[config.mk]
export PLATFORM = sky130hd
export DESIGN_NAME = tri_dispatch
export DESIGN_NICKNAME = d
export VERILOG_FILES = /design/src/rtl/tri_dispatch_pkg.sv /design/src/rtl/rr_arb2.sv /design/src/rtl/tri_dispatch.sv
export SDC_FILE = /design/constraint.sdc
export NUM_CORES = 1
export LEC_CHECK = 0
export CAP_MARGIN = 30
export CORE_MARGIN = 10
export CORE_UTILIZATION = 30
export CTS_BUF_LIST = sky130_fd_sc_hd__clkbuf_8
export CTS_CLUSTER_SIZE = 40
export DETAILED_ROUTE_END_ITERATION = 16
export PLACE_DENSITY_LB_ADDON = 0.3
export SLEW_MARGIN = 10
export SYNTH_ARGS = -nofsm -noshare
export SYNTH_HDL_FRONTEND = slang
export SYNTH_SLANG_ARGS = --single-unit
export TNS_END_PERCENT = 1
[constraint.sdc]
create_clock -name clk -period 3.6 [get_ports clk]
set_clock_uncertainty 0.1 [all_clocks]
set_input_delay 0.54 -clock clk [delete_from_list [all_inputs] [get_ports clk]]
set_output_delay 0.54 -clock clk [all_outputs]
set_load 0.03 [all_outputs]
[src/rtl/tri_dispatch_pkg.sv]
// Shared definitions for the triangle dispatcher: coordinate width,
// requester count, packed-vertex field offsets and the FSM state type.
package tri_dispatch_pkg;

    localparam int COORD_W = 3;
    localparam int N_REQ   = 2;
    localparam int TRI_W   = 6 * COORD_W;

    // Packed triangle layout: {y2,x2,y1,x1,y0,x0}, x0 in the LSBs
    localparam int unsigned X0_OFF = 0 * COORD_W;
    localparam int unsigned Y0_OFF = 1 * COORD_W;
    localparam int unsigned X1_OFF = 2 * COORD_W;
    localparam int unsigned Y1_OFF = 3 * COORD_W;
    localparam int unsigned X2_OFF = 4 * COORD_W;
    localparam int unsigned Y2_OFF = 5 * COORD_W;

    typedef enum logic [2:0] {
        IDLE,
        LOAD0,
        LOAD1,
        LOAD2,
        WAIT,
        RUN
    } state_t;

    function automatic logic [COORD_W-1:0] tri_field(input logic [TRI_W-1:0] t,
                                                     input int unsigned off);
        return t[off +: COORD_W];
    endfunction

endpackage

[src/rtl/rr_arb2.sv]
// Two-way round-robin arbiter.
//   clk, reset : clock, synchronous active-high reset
//   req        : request vector
//   en         : commit the current grant and rotate priority
//   gnt        : one-hot combinational grant (zero when no request)
module rr_arb2
    import tri_dispatch_pkg::*;
(
    input  logic             clk,
    input  logic             reset,
    input  logic [N_REQ-1:0] req,
    input  logic             en,
    output logic [N_REQ-1:0] gnt
);

    // Index of the requester holding priority on a tie
    logic prio;

    always_comb begin
        gnt = '0;
        if (req == 2'b11) begin
            gnt = prio ? 2'b10 : 2'b01;
        end else begin
            gnt = req;
        end
    end

    // Whoever wins drops to low priority for the next tie
    always_ff @(posedge clk) begin
        if (reset) begin
            prio <= 1'b0;
        end else if (en && (|req)) begin
            prio <= gnt[0];
        end
    end

endmodule

[src/rtl/tri_dispatch.sv]
// Triangle dispatcher: arbitrates two requesters, streams the granted
// triangle's three vertices to a rasterizer, forwards its pixels tagged
// with the owner, and signals completion or start timeout.
//   req_valid/req_tri0/req_tri1/req_ready : requester side
//   rast_nt/rast_xi/rast_yi               : vertex load to rasterizer
//   rast_busy/rast_po/rast_xo/rast_yo     : rasterizer status and pixels
//   pix_valid/pix_x/pix_y/pix_id          : forwarded pixels (1-cycle latency)
//   done/done_id                          : completion pulse and owner
//   err                                   : sticky start-timeout flag
//   busy                                  : any state other than IDLE
module tri_dispatch
    import tri_dispatch_pkg::*;
#(
    parameter int START_TMO = 8
) (
    input  logic               clk,
    input  logic               reset,
    input  logic [N_REQ-1:0]   req_valid,
    input  logic [TRI_W-1:0]   req_tri0,
    input  logic [TRI_W-1:0]   req_tri1,
    output logic [N_REQ-1:0]   req_ready,
    output logic               rast_nt,
    output logic [COORD_W-1:0] rast_xi,
    output logic [COORD_W-1:0] rast_yi,
    input  logic               rast_busy,
    input  logic               rast_po,
    input  logic [COORD_W-1:0] rast_xo,
    input  logic [COORD_W-1:0] rast_yo,
    output logic               pix_valid,
    output logic [COORD_W-1:0] pix_x,
    output logic [COORD_W-1:0] pix_y,
    output logic               pix_id,
    output logic               done,
    output logic               done_id,
    output logic               err,
    output logic               busy
);

    localparam int TMO_W = $clog2(START_TMO + 1);

    state_t             state, state_nxt;
    logic [TRI_W-1:0]   hold;
    logic               owner;
    logic [TMO_W-1:0]   tmo_cnt;
    logic [N_REQ-1:0]   gnt;
    logic               grant_en;
    logic               finish;
    logic               tmo_fire;
    logic               pix_take;

    // Arbitration only happens in IDLE; suppressed during reset so
    // req_ready stays low while reset is applied.
    assign grant_en = (state == IDLE) && !reset;

    rr_arb2 u_arb (
        .clk   (clk),
        .reset (reset),
        .req   (req_valid),
        .en    (grant_en),
        .gnt   (gnt)
    );

    assign busy     = (state != IDLE);
    assign pix_take = rast_po && ((state == RUN) || (state == WAIT));

    always_comb begin
        state_nxt = state;
        req_ready = '0;
        rast_nt   = 1'b0;
        rast_xi   = '0;
        rast_yi   = '0;
        finish    = 1'b0;
        tmo_fire  = 1'b0;
        unique case (state)
            IDLE: begin
                if (grant_en && (|req_valid)) begin
                    req_ready = gnt;
                    state_nxt = LOAD0;
                end
            end
            LOAD0: begin
                rast_nt   = 1'b1;
                rast_xi   = tri_field(hold, X0_OFF);
                rast_yi   = tri_field(hold, Y0_OFF);
                state_nxt = LOAD1;
            end
            LOAD1: begin
                rast_xi   = tri_field(hold, X1_OFF);
                rast_yi   = tri_field(hold, Y1_OFF);
                state_nxt = LOAD2;
            end
            LOAD2: begin
                rast_xi   = tri_field(hold, X2_OFF);
                rast_yi   = tri_field(hold, Y2_OFF);
                state_nxt = rast_busy ? RUN : WAIT;
            end
            WAIT: begin
                if (rast_busy) begin
                    state_nxt = RUN;
                end else if (tmo_cnt == TMO_W'(START_TMO - 1)) begin
                    tmo_fire  = 1'b1;
                    finish    = 1'b1;
                    state_nxt = IDLE;
                end
            end
            RUN: begin
                if (!rast_busy) begin
                    finish    = 1'b1;
                    state_nxt = IDLE;
                end
            end
            default: state_nxt = IDLE;
        endcase
    end

    always_ff @(posedge clk) begin
        if (reset) begin
            state <= IDLE;
        end else begin
            state <= state_nxt;
        end
    end

    // done is registered alongside the pixel pipeline so that a final pixel
    // seen in the busy-falling cycle emerges together with done.
    always_ff @(posedge clk) begin
        if (reset) begin
            hold      <= '0;
            owner     <= 1'b0;
            tmo_cnt   <= '0;
            pix_valid <= 1'b0;
            pix_x     <= '0;
            pix_y     <= '0;
            pix_id    <= 1'b0;
            done      <= 1'b0;
            done_id   <= 1'b0;
            err       <= 1'b0;
        end else begin
            if (|req_ready) begin
                hold  <= gnt[1] ? req_tri1 : req_tri0;
                owner <= gnt[1];
            end
            // Any non-WAIT state holds zero, so WAIT is always entered cleared
            tmo_cnt   <= (state == WAIT) ? tmo_cnt + 1'b1 : '0;
            pix_valid <= pix_take;
            pix_x     <= pix_take ? rast_xo : '0;
            pix_y     <= pix_take ? rast_yo : '0;
            pix_id    <= pix_take ? owner : 1'b0;
            done      <= finish;
            done_id   <= finish ? owner : 1'b0;
            err       <= err | tmo_fire;
        end
    end

endmodule

==> run_results.csv <==
group,metric,value,unit
logic_synthesis,synthAdderAreaFrac,0.701,%
placement,gp_congestion,0.743,
critical_path,crit_path_top_delay_cell,"clkdlybuf4s50_1",
route,via_count,1472,
logic_synthesis,yosysTopAreaCell,"dfxtp_1",
placement,dpl_cell_area,0.00251,mm²
clock_network,cts_tree,"yes",
power,vdd_drop_max,175,µV
critical_path,crit_path_cell_trace,"nor3_4, inv_2, nor3_2, buf_4, and3_1, clkdlybuf4s50_1",
floorplan,die_area,0.00944,mm²
placement,place_inst,310,
placement,dp_hpwl,3360,µm
floorplan,io_pins,69,
cells_and_area,fin_nets,291,
floorplan,fp.dieW,97.1,µm
logic_synthesis,yosys-top-cells-area,"dfxtp_1 43%, mux2i_1 10%, o21ai_2 7.4%",
grt,met1_usage,9.99,%
sta,fmax,340,MHz
worst_hold_path,worstHoldStart,"tmo_cnt[0]",
logic_synthesis,synth_xor_area_share,1.47,%
critical_path,cp-end-kind,"primary output",
floorplan,rows,28,
cells_and_area,diodes,0,
grt,first_global_vias,1508,
logic_synthesis,netlist_instances,175,
critical_path,crit_end,"req_ready[0]",
logic_synthesis,syn_area,0.00179,mm²
grt,met3_usage,5.05,%
grt,grt_overflow,0,
route,vias_per_cell,4.63,
clock_network,cts_hold_buf,0,
clock_network,cts_made_buffers,5,
route,ant_nets,0,
route,drtPass1Iterations,4,
critical_path,rr_worst_depth,5,
power,power,1.14,mW
logic_synthesis,synth-compound-area-share,14.3,%
grt,grt_busiest_layer,"met2",
grt,grt.total_usage,8.90,%
cells_and_area,seq_area,761,µm²
critical_path,critPathLaunchType,"register",
placement,dp_slack,668,ps
sta,setup_tns,0,ps
cells_and_area,final_cell_mix,"67 x clkdlybuf4s50_1, 38 x dfxtp_1, 20 x nor2_1, 18 x mux2i_1, 16 x o21ai_2",
sta,fin_crit_sh,81.8,%
cells_and_area,layout-drive-gt1-share,17.7,%
grt,antenna_found_initial,0,
clock_network,path_clk_slew,70,ps
clock_network,cts_num_sinks,38,
clock_network,cts_buffer_depth,2,
critical_path,reg2reg_to,"hold[16]",
route,avgRoutedWirePerCell,13.6,µm
floorplan,die_h,97.1,µm
critical_path,critPathMaxFanout,13,
route,dr.first_iter.drc_count,37,
floorplan,core,0.00585,mm²
logic_synthesis,synth_top_area_share,42.6,%
sta,finalHoldViolCount,0,
floorplan,start_util,30.5,%
run_status,status,"finished, final reports clean",
logic_synthesis,synthMuxAreaShare,13.9,%
clock_network,cts_resized,0,
job,drv_cap,0,
worst_hold_path,holdPathStages,1,
power,leakagePower,1.07,nW
logic_synthesis,yosysUniqueCellTypes,37,
clock_network,ctsRootBufferMaster,"clkbuf_8",
grt,grt_max_degree,32,
clock_network,clock_latency,280,ps
clock_network,cts-htree-levels,2,
cells_and_area,multiInputGateArea,936,µm²
cells_and_area,fin_area,0.00261,mm²
power,cellPowerDensity,438,mW/mm²
logic_synthesis,syn_avg_cell_area,10.2,µm²
grt,grt_pass1_wl,7090,µm
cells_and_area,n_fill_cell,603,
sta,timing.hold.ws,355,ps
logic_synthesis,synth_top_family_by_area,"simple AND/OR/NAND/NOR gates",
placement,io_buffers,68,
logic_synthesis,synth-seq-cells,38,
logic_synthesis,synth_nets,224,
sta,tightest_slew,530,ps
sta,setup_viol_count_final,0,
sta,layout_setup_ws,656,ps
sta,relSlewSlack,64.6,%
sta,fin_crit,2940,ps
logic_synthesis,seq_area_frac_synth,42.6,%
critical_path,regToRegStartpoint,"state[1]",
sta,drv_slew,0,
route,drc_errors,0,
critical_path,worstPathRequired,2960,ps
critical_path,path_class,"register to primary output",
route,wl,4340,µm
grt,use_met2,14.1,%
sta,rsz0062_at_grt,"false",
clock_network,postCtsSetupBuffers,0,
critical_path,crit_start,"state[1]",
critical_path,arrival,2300,ps
logic_synthesis,synthSimpleGateAreaFrac,21.9,%
cells_and_area,area_delta_synth_final,45.9,%
worst_hold_path,min_path_type,"register to register",
logic_synthesis,yosysWarnings,0,
critical_path,rrSetupSlack,1680,ps
cells_and_area,final_common_cell,"clkdlybuf4s50_1",
critical_path,slowest_delay,670,ps
cells_and_area,finish.utilization,44.5,%
cells_and_area,layout.cells.non_filler,318,
-- metal layers --
| metal | routed length, µm | vias to the layer above | part of all wire (%) |
|---|---|---|---|
| met2 | 1940 | 50 | 45 |
| li1 | - | 759 | - |
| met1 | 1910 | 658 | 44 |
| met3 | 456 | 5 | 11 |
| met4 | 30 | 0 | 0.69 |
| met5 | 0 | - | 0 |
-- cells by family (layout without fill, tap and decap cells) --
logic type      after synthesis  count (layout)
xor+xnor                      3               3
buf+inv                      15              83
flops                        38              38
fa+ha+maj                     1               1
compound gates               32              32
mux                          24              24
simple gates                 62              62
-- worst min-delay path by stage --
stage                       endpoint
after detailed placement  tmo_cnt[0]
after CTS                 tmo_cnt[0]
after global routing      tmo_cnt[0]
after floorplan           tmo_cnt[0]
final                     tmo_cnt[0]
after global placement    tmo_cnt[0]
-- report_power, final --
part | total (mW) | leakage [nW] | switching, mW | internal (mW)
clock | 0.294 | 0.0472 | 0.141 | 0.154
combinational | 0.336 | 0.715 | 0.162 | 0.174
sequential | 0.510 | 0.311 | 0.0433 | 0.467
-- worst max-delay path, delay by kind of cell, from the launching register on --
kind / cells / cell delay (ps)
buffers and inverters: 3 / 920
and+or+nand+nor: 3 / 610
DFF: 1 / 470
-- synthesized netlist by cell type (all sizes together) --
cell type	count
a211oi	3
a21oi	1
a22oi	6
a2bb2oi	3
a311oi	1
a31oi	1
and2	2
and3	8
and3b	1
buf	7
clkbuf	5
dfxtp	38
ha	1
inv	3
mux2	6
mux2i	18
nand2	2
nand2b	3
nand3	1
nand3b	15
nor2	20
nor2b	3
nor3	4
nor3b	1
o21ai	17
or3	1
or4bb	1
xnor2	2
xor2	1
-- final cells by class --
cell class,count,share of cell area (%)
repair buffers,72,27.2
inverters,3,0.432
clock inverters,2,0.480
multi-input cells,122,35.9
clock buffers,6,3.17
well taps,75,3.60
flip-flops and latches,38,29.2
-- flip-flops by register name, indices dropped and copies added (netlist names) --
name        cells
done            1
done_id         1
err             1
hold           18
owner           1
pix_id          1
pix_valid       1
pix_x           3
pix_y           3
state           3
tmo_cnt         4
u_arb.prio      1
(Power assumes the default switching activity.)
